**src/rtl/spi_slave_fsm.sv**
```systemverilog
// SPI slave front-end: deserialises 10-bit MOSI frames into rx_data/rx_valid
// for the RAM stage and shifts RAM read bytes out MSB-first on MISO.
// Ports: clk, rst (sync, active-high), SS_n, MOSI, MISO,
//        rx_data[MEM_WIDTH+1:0], rx_valid, tx_data[MEM_WIDTH-1:0], tx_valid.
// Optional macro SPI_SLAVE_TX_TIMEOUT_EN: abandon RD_WAIT after TX_TIMEOUT
// cycles without tx_valid.
module spi_slave_fsm #(
   parameter int MEM_WIDTH  = 8,
   parameter int TX_TIMEOUT = 15
) (
   input  logic                 clk,
   input  logic                 rst,
   input  logic                 SS_n,
   input  logic                 MOSI,
   output logic                 MISO,
   output logic [MEM_WIDTH+1:0] rx_data,
   output logic                 rx_valid,
   input  logic [MEM_WIDTH-1:0] tx_data,
   input  logic                 tx_valid
);

   localparam int FW = MEM_WIDTH + 2;
   localparam logic [3:0] RX_LAST = 4'(FW - 2);
   localparam logic [3:0] TX_LAST = 4'(MEM_WIDTH - 1);
   localparam logic [3:0] TO_LAST = 4'(TX_TIMEOUT - 1);

`ifdef SPI_SLAVE_TX_TIMEOUT_EN
   localparam bit TO_EN = 1'b1;
`else
   localparam bit TO_EN = 1'b0;
`endif

   typedef enum logic [2:0] {
      IDLE,
      CHK_CMD,
      WRITE,
      READ_ADD,
      READ_DATA,
      RD_WAIT,
      RD_SHIFT,
      DONE
   } state_t;

   state_t                 state_q, state_d;
   logic [FW-2:0]          shift_q, shift_d;
   logic [3:0]             cnt_q, cnt_d;
   logic [3:0]             to_cnt_q, to_cnt_d;
   logic                   seen_q, seen_d;
   logic [FW-1:0]          rx_data_q, rx_data_d;
   logic                   rx_valid_q, rx_valid_d;
   logic                   miso_q, miso_d;
   logic [MEM_WIDTH-2:0]   tx_shift_q, tx_shift_d;

   always_comb begin
      state_d    = state_q;
      shift_d    = shift_q;
      cnt_d      = cnt_q;
      to_cnt_d   = to_cnt_q;
      seen_d     = seen_q;
      rx_data_d  = rx_data_q;
      rx_valid_d = 1'b0;
      miso_d     = miso_q;
      tx_shift_d = tx_shift_q;

      // Deselect aborts whatever is in flight; seen flag survives.
      if (SS_n) begin
         state_d = IDLE;
         miso_d  = 1'b0;
      end else begin
         unique case (state_q)
            IDLE: begin
               miso_d  = 1'b0;
               state_d = CHK_CMD;
            end
            CHK_CMD: begin
               shift_d = {{(FW-2){1'b0}}, MOSI};
               cnt_d   = '0;
               if (!MOSI)
                  state_d = WRITE;
               else if (seen_q)
                  state_d = READ_DATA;
               else
                  state_d = READ_ADD;
            end
            WRITE, READ_ADD, READ_DATA: begin
               shift_d = {shift_q[FW-3:0], MOSI};
               if (cnt_q == RX_LAST) begin
                  // Frame forwarded as received; control bits not checked.
                  rx_data_d  = {shift_q, MOSI};
                  rx_valid_d = 1'b1;
                  cnt_d      = '0;
                  to_cnt_d   = '0;
                  if (state_q == READ_ADD) begin
                     seen_d  = 1'b1;
                     state_d = DONE;
                  end else if (state_q == READ_DATA) begin
                     seen_d  = 1'b0;
                     state_d = RD_WAIT;
                  end else begin
                     state_d = DONE;
                  end
               end else begin
                  cnt_d = cnt_q + 4'd1;
               end
            end
            RD_WAIT: begin
               // tx_valid wins over a same-edge timeout expiry.
               if (tx_valid) begin
                  miso_d     = tx_data[MEM_WIDTH-1];
                  tx_shift_d = tx_data[MEM_WIDTH-2:0];
                  cnt_d      = '0;
                  state_d    = RD_SHIFT;
               end else if (TO_EN) begin
                  if (to_cnt_q == TO_LAST) begin
                     miso_d  = 1'b0;
                     state_d = DONE;
                  end else begin
                     to_cnt_d = to_cnt_q + 4'd1;
                  end
               end
            end
            RD_SHIFT: begin
               if (cnt_q == TX_LAST) begin
                  miso_d  = 1'b0;
                  state_d = DONE;
               end else begin
                  miso_d     = tx_shift_q[MEM_WIDTH-2];
                  tx_shift_d = {tx_shift_q[MEM_WIDTH-3:0], 1'b0};
                  cnt_d      = cnt_q + 4'd1;
               end
            end
            DONE: begin
               miso_d = 1'b0;
            end
            default: begin
               miso_d  = 1'b0;
               state_d = IDLE;
            end
         endcase
      end
   end

   always_ff @(posedge clk) begin
      if (rst) begin
         state_q    <= IDLE;
         shift_q    <= '0;
         cnt_q      <= '0;
         to_cnt_q   <= '0;
         seen_q     <= 1'b0;
         rx_data_q  <= '0;
         rx_valid_q <= 1'b0;
         miso_q     <= 1'b0;
         tx_shift_q <= '0;
      end else begin
         state_q    <= state_d;
         shift_q    <= shift_d;
         cnt_q      <= cnt_d;
         to_cnt_q   <= to_cnt_d;
         seen_q     <= seen_d;
         rx_data_q  <= rx_data_d;
         rx_valid_q <= rx_valid_d;
         miso_q     <= miso_d;
         tx_shift_q <= tx_shift_d;
      end
   end

   assign MISO     = miso_q;
   assign rx_data  = rx_data_q;
   assign rx_valid = rx_valid_q;

endmodule

```
**config.mk**
```make
export PLATFORM = sky130hd
export DESIGN_NAME = spi_slave_fsm
export DESIGN_NICKNAME = d
export VERILOG_FILES = /design/src/rtl/spi_slave_fsm.sv
export SDC_FILE = /design/constraint.sdc
export NUM_CORES = 1
export LEC_CHECK = 0
export CAP_MARGIN = 20
export CORE_MARGIN = 1.5
export CORE_UTILIZATION = 50
export CTS_BUF_LIST = sky130_fd_sc_hd__clkbuf_8
export CTS_CLUSTER_SIZE = 12
export DETAILED_ROUTE_END_ITERATION = 8
export GPL_TIMING_DRIVEN = 0
export PLACE_DENSITY = 0.88
export SYNTH_ARGS = -nofsm -noshare
export SYNTH_HDL_FRONTEND = slang
export SYNTH_SLANG_ARGS = --single-unit
```
**constraint.sdc**
```tcl
create_clock -name clk -period 1.5 [get_ports clk]
set_input_delay 0.15 -clock clk [delete_from_list [all_inputs] [get_ports clk]]
set_output_delay 0.15 -clock clk [all_outputs]
set_load 0.05 [all_outputs]
```
==> impl_metrics.csv, run 1 <==
group,metric,value,unit
synthesis,ys_ff_latch,36,
synthesis,syn_nets,190,
timing,hold_violations,0,
power_and_ir_drop,p_leak,0.991,nW
route,via_count,1591,
worst_setup_path,path_delay_family,"simple AND/OR/NAND/NOR gates",
outcome,violations,"negative setup slack",
cells_and_area,nNetsFinal,239,
timing,worst_slack,-0.0402,ns
clock_tree,root_buffer,"clkbuf_8",
timing,fmax,649,MHz
synthesis,postSynthAreaPerCell,9.40,um2
worst_setup_path,crit_type,"flip-flop to flip-flop",
synthesis,synth-edff-count,0,
die,die_x,60.4,um
power_and_ir_drop,p_per_area,871,mW/mm2
timing,rsz0062_at_grt,"yes",
timing,maxSlewHeadroom,0.671,
global_routing,grt_pass1_vias,1319,
global_routing,grt.overflow.total,0,
global_routing,grt_max_degree,13,
route,drtIter0Drc,80,
worst_setup_path,cp.required,1.69,ns
synthesis,seq_area_frac_synth,0.438,
synthesis,post-synth-top-count-cell,"dfxtp_1",
synthesis,yosysTopAreaCell,"dfxtp_1",
clock_tree,cts_sinks,36,
timing,worst_pin_slew,0.495,ns
synthesis,synth_warnings,0,
timing,drv_slew,0,
synthesis,syn-cell-area,0.00165,mm2
timing,setup_viol,10,
clock_tree,clockBufferDepth,2,
timing,fin_crit_sh,1.03,
synthesis,synth_top_area_share,0.438,
cells_and_area,drive_gt1_frac,0.280,
route,viasPerCell,5.91,
synthesis,synth_cell_type_count,39,
placed_design,place_congestion,0.867,
cells_and_area,diodes,0,
synthesis,ys.flop_type,"dfxtp_1",
worst_setup_path,crit_chain,"or3b_4 -> a211o_1 -> buf_6 -> mux2i_2 -> nor2_1",
die,io_pins,25,
worst_setup_path,critPathMaxFanout,5,
clock_tree,cts_buffers,5,
die,chipHeight,60.4,um
synthesis,synth_common_cells,"dfxtp_1 (36), mux2i_1 (17), nor2_1 (17)",
worst_setup_path,cp-end-kind,"flip-flop",
die,std_cell_rows,20,
worst_setup_path,max_stage_delay,0.40,ns
global_routing,grt_pass1_wl,6090,um
outcome,status,"finished, violations left",
placed_design,port_buffers,24,
cells_and_area,final_area,0.00233,mm2
flow_run,cap_violations,0,
die,fp.coreArea,0.00308,mm2
worst_setup_path,slowest_stage,"or3b_4",
timing,fin_skew,0.0115,ns
worst_setup_path,arrival,1.73,ns
timing,fin_crit,1.54,ns
clock_tree,cts_htree_levels,2,
global_routing,grt_usage,0.227,
route,route.antenna.remaining_nets,0,
worst_setup_path,timing.critical_path.buf_inv,1,
route,drt_pass1_iterations,4,
synthesis,synthTopCellsByArea,"dfxtp_1 (44%), mux2i_1 (10%), a21oi_1 (4.3%)",
clock_tree,cts_tree,"yes",
worst_setup_path,crit_path_start_kind,"flip-flop",
route,routed_wl,4260,um
power_and_ir_drop,ir_drop,0.711,mV
clock_tree,clock_latency,0.30,ns
route,drc,0,
timing,holdWs,0.445,ns
global_routing,antenna_found_initial,0,
clock_tree,holdBufCountCts,0,
clock_tree,cts.clk_slew.worst_paths,0.08,ns
die,start_util,0.535,
synthesis,syn-instance-count,175,
cells_and_area,synthToLayoutAreaGrowth,41.4,%
die,die-area,0.00364,mm2
synthesis,synthArstFlopShare,0,
min_path,hold_class,"input port to flip-flop",
placed_design,dpl_cell_area,0.00194,mm2
route,wl_per_cell,15.8,um
placed_design,dp_hpwl,2460,um
-- per-layer routing --
| metal | GRT usage | routed length [um] | vias up |
|---|---|---|---|
| li1 | - | - | 753 |
| met1 | 0.286 | 1810 | 774 |
| met2 | 0.360 | 2160 | 50 |
| met3 | 0.0533 | 178 | 14 |
| met4 | 0.121 | 107 | 0 |
| met5 | 0 | 0 | - |
-- repair_timing --
action | CTS | global route
cloned | 2 | 0
resized for setup | 35 | 25
setup buffers | 10 | 6
pin swaps | 6 | 7
endpoints found under the setup margin | 39 | 32
-- metrics by stage --
step | worst slack (ns) | power, mW | setup TNS (ns) | std cells | util
finish | -0.0402 | 2.03 | -0.213 | 269 | 0.756
global route | -0.111 | 2.08 | -1.14 | 269 | 0.756
CTS | -0.0208 | 2.00 | -0.118 | 263 | 0.713
detailed placement | -0.256 | 1.12 | -5.75 | 243 | 0.631
global placement | -0.234 | 1.12 | -4.81 | 243 | 0.631
floorplan | 0.00720 | 1.07 | 0 | 175 | -
-- cell families after synthesis --
family          synth area share
mux                        0.103
fa+ha+maj                 0.0152
buf+inv                   0.0395
flops                      0.438
compound gates             0.219
simple gates               0.185
-- placed cells by master (no fill, tap or decap), drive strengths merged, types with 2 or more instances in the layout --
cell / Yosys / final
nand3b: 5 / 5
clkinvlp: 0 / 2
mux2i: 17 / 17
a311oi: 6 / 6
a22oi: 3 / 3
o21ai: 7 / 7
nand2: 7 / 7
buf: 6 / 24
inv: 3 / 2
a21oi: 14 / 14
a21boi: 2 / 2
nor2: 17 / 17
dfxtp: 36 / 36
nor3b: 3 / 3
nand2b: 5 / 5
ha: 2 / 2
nor3: 4 / 4
a31oi: 5 / 5
nor2b: 5 / 5
nand3: 3 / 3
dlygate4sd2: 0 / 12
clkdlybuf4s50: 0 / 12
a22o: 5 / 5
clkbuf: 4 / 9
-- path summary, 6_finish.rpt --
check / from / endpoint / slack, ns / cells after the start
setup reg to reg: state_q[0] / rx_data[8] / -0.04 / 5
hold reg to reg: shift_q[8] / shift_q[8] / 0.49 / 1
setup / recovery: state_q[0] / rx_data[8] / -0.04 / 5
hold / removal: tx_data[0] / tx_shift_q[0] / 0.45 / 3
-- state kept, by name (all words and copies together) (netlist names) --
name and flops:
rx_valid 1, seen_q 1, MISO 1, shift_q 9, state_q 3, rx_data 10
tx_shift_q 7, cnt_q 4
-- report_power, final --
part	internal (mW)	switching [mW]	total, mW
clock	0.492	0.380	0.872
combinational	0.0921	0.0955	0.188
sequential	0.959	0.00719	0.966
total	1.54	0.483	2.03
-- final cells by class --
type / instances / area (um2)
Buffer: 10 / 67.6
Clock buffer: 5 / 68.8
Clock inverter: 3 / 42.5
Fill cell: 206 / 751
Inverter: 3 / 15.0
Multi-Input combinational cell: 126 / 977
Sequential cell: 36 / 732
Tap cell: 44 / 55.1
Timing Repair Buffer: 42 / 369
-- tightest hold or removal path, stage by stage --
cell and delay (ns):
clkdlybuf4s50_1 0.41, nand4_1 0.07, a21oi_1 0.06
Note: power is estimated with default switching activity, not from simulation.
==> run 2: changes to the inputs <==
--- a/config.mk
+++ b/config.mk
@@ -16,3 +16,4 @@
 export SYNTH_ARGS = -nofsm -noshare
 export SYNTH_HDL_FRONTEND = slang
 export SYNTH_SLANG_ARGS = --single-unit
+export TNS_END_PERCENT = 1
==> run 2 against run 1 <==
The flow still finishes with violations (negative setup slack); hold slack got worse by 0.013 ns; final cell count decreased by 0.37%; power decreased by 0.90%; worst setup slack got worse by 0.043 ns; die area unchanged; first-iteration DRC count decreased by 1.3%; sequential share of layout area increased by 0.71 points.
==> impl_metrics.csv, run 2 (same netlist as run 1, synthesis figures left out) <==
group,metric,value,unit
route,drc,0,
clock_tree,root_buffer,"clkbuf_8",
clock_tree,cts_sinks,36,
global_routing,antenna_found_initial,0,
timing,setup_viol,22,
cells_and_area,instances_no_fill,268,
cells_and_area,synthToLayoutAreaGrowth,38.3,%
clock_tree,cts_htree_levels,2,
route,route.antenna.remaining_nets,0,
placed_design,dp_hpwl,2460,um
clock_tree,cts_tree,"yes",
outcome,status,"finished, violations left",
timing,worst_slack,-0.0828,ns
route,drt_pass1_iterations,4,
global_routing,grt_max_degree,13,
die,io_pins,25,
worst_setup_path,crit_chain,"inv_2 -> ha_2 -> nand3b_1 -> a211o_1 -> buf_4 -> mux2i_1 -> nor2_1",
min_path,hold_depth,3,
die,std_cell_rows,20,
global_routing,grt.overflow.total,0,
die,die_x,60.4,um
timing,worst_pin_slew,0.496,ns
timing,fin_skew,0.00723,ns
power_and_ir_drop,ir_drop,0.699,mV
outcome,violations,"negative setup slack",
timing,maxSlewHeadroom,0.671,
timing,rsz0062_at_grt,"yes",
clock_tree,clockBufferDepth,2,
worst_setup_path,crit_path_start_kind,"flip-flop",
timing,fin_crit,1.58,ns
route,wl_per_cell,15.0,um
worst_setup_path,timing.critical_path.buf_inv,2,
power_and_ir_drop,p_leak,0.980,nW
clock_tree,clock_latency,0.30,ns
route,viasPerCell,5.90,
cells_and_area,largest_reg_flops,10,
global_routing,grt_pass1_wl,5630,um
die,fp.coreArea,0.00308,mm2
worst_setup_path,timing.rr.start,"cnt_q[1]",
placed_design,place_congestion,0.867,
worst_setup_path,critPathLaunch,"cnt_q[1]",
worst_setup_path,cp.required,1.68,ns
placed_design,port_buffers,24,
cells_and_area,final_cell_mix,"dfxtp_1 (33), buf_4 (18), mux2i_1 (16), nor2_1 (16)",
power_and_ir_drop,power,2.01,mW
cells_and_area,fillers,209,
timing,drv_slew,0,
min_path,holdPathEnd,"tx_shift_q[0]",
worst_setup_path,critPathMaxFanout,5,
worst_setup_path,arrival,1.76,ns
cells_and_area,final_common_cell,"dfxtp_1",
cells_and_area,drive_gt1_frac,0.250,
worst_setup_path,r2r_cells,7,
power_and_ir_drop,p_per_area,882,mW/mm2
cells_and_area,diodes,0,
die,chipHeight,60.4,um
placed_design,dp.cells,243,
route,drtIter0Drc,79,
min_path,hold_class,"input port to flip-flop",
worst_setup_path,rrSetupSlack,-0.08,ns
worst_setup_path,path_delay_family,"flip-flops",
worst_setup_path,slowest_stage,"dfxtp_4",
clock_tree,cts.clk_slew.worst_paths,0.07,ns
route,routed_wl,4030,um
worst_setup_path,crit_type,"flip-flop to flip-flop",
timing,fin_crit_sh,1.06,
clock_tree,cts_buffers,5,
timing,hold_violations,0,
die,die-area,0.00364,mm2
worst_setup_path,cp-end-kind,"flip-flop",
flow_run,cap_violations,0,
worst_setup_path,max_stage_delay,0.36,ns
timing,fmax,632,MHz
route,via_count,1580,
global_routing,grt_usage,0.212,
cells_and_area,nNetsFinal,238,
global_routing,grt_pass1_vias,1259,
worst_setup_path,rr_endpoint,"rx_data[2]",
die,start_util,0.535,
min_path,min_from,"tx_data[0]",
[run 2: cell type report]
type	instances	area, um2	share of cell area
Multi-Input combinational cell	126	942	0.414
Sequential cell	36	732	0.322
Timing Repair Buffer	41	354	0.156
Clock buffer	5	68.8	0.0302
Buffer	10	66.3	0.0291
Tap cell	44	55.1	0.0242
Clock inverter	3	42.5	0.0187
Inverter	3	15.0	0.00660
[run 2: timing repair]
| item | CTS | global route |
|---|---|---|
| pin swaps | 2 | 13 |
| endpoints found under the setup margin | 39 | 28 |
| hold buffers | 0 | 0 |
| gates cloned | 0 | 2 |
| setup buffers | 4 | 11 |
| gates resized for setup | 27 | 24 |
[run 2: per-stage QoR]
stage / cell area, um2 / util / setup slack (ns) / TNS, ns / hold slack, ns
floorplan: 1650 / - / 0.00720 / 0 / 0.294
global route: 2280 / 0.739 / -0.142 / -2.71 / 0.463
detailed placement: 1940 / 0.631 / -0.256 / -5.75 / 0.472
CTS: 2120 / 0.688 / -0.0782 / -0.701 / 0.442
finish: 2280 / 0.739 / -0.0828 / -1.06 / 0.432
global placement: 1940 / 0.631 / -0.234 / -4.81 / 0.468
[run 2: report_power, final]
group | total [mW] | leakage [nW] | switching, mW | internal (mW)
clock | 0.873 | 0.0541 | 0.381 | 0.492
sequential | 0.964 | 0.293 | 0.00717 | 0.957
combinational | 0.171 | 0.634 | 0.0882 | 0.0829
[run 2: routing by layer]
| layer | up-vias | GRT usage | wire, um |
|---|---|---|---|
| li1 | 751 | - | - |
| met5 | - | 0 | 0 |
| met3 | 7 | 0.0832 | 234 |
| met2 | 51 | 0.331 | 1990 |
| met4 | 0 | 0.0794 | 49 |
| met1 | 771 | 0.265 | 1750 |
[run 2: worst max-delay path by stage]
stage / to / slack (ns) / cells past startpoint
floorplan: rx_data[0] / 0.007 / 5
global placement: shift_q[1] / -0.23 / 4
detailed placement: shift_q[1] / -0.26 / 4
CTS: rx_data[7] / -0.08 / 5
global route: tx_shift_q[1] / -0.14 / 6
finish: rx_data[2] / -0.08 / 7
[run 2: worst register-to-register path: cells and delay by family (launching register included)]
| kind | cells | cell delay (ns) |
|---|---|---|
| DFF | 1 | 0.36 |
| AOI/OAI and AO/OA | 1 | 0.31 |
| buffers and inverters | 2 | 0.23 |
| and+or+nand+nor | 2 | 0.23 |
| adders and majority gates | 1 | 0.18 |
| muxes | 1 | 0.15 |
==> run 3: changes to the inputs <==
--- a/config.mk
+++ b/config.mk
@@ -5,7 +5,7 @@
 export SDC_FILE = /design/constraint.sdc
 export NUM_CORES = 1
 export LEC_CHECK = 0
-export CAP_MARGIN = 20
+export CAP_MARGIN = 15
 export CORE_MARGIN = 1.5
 export CORE_UTILIZATION = 50
 export CTS_BUF_LIST = sky130_fd_sc_hd__clkbuf_8
==> results of run 3 <==
Final layout, timing and power as in run 2 (identical DEF).
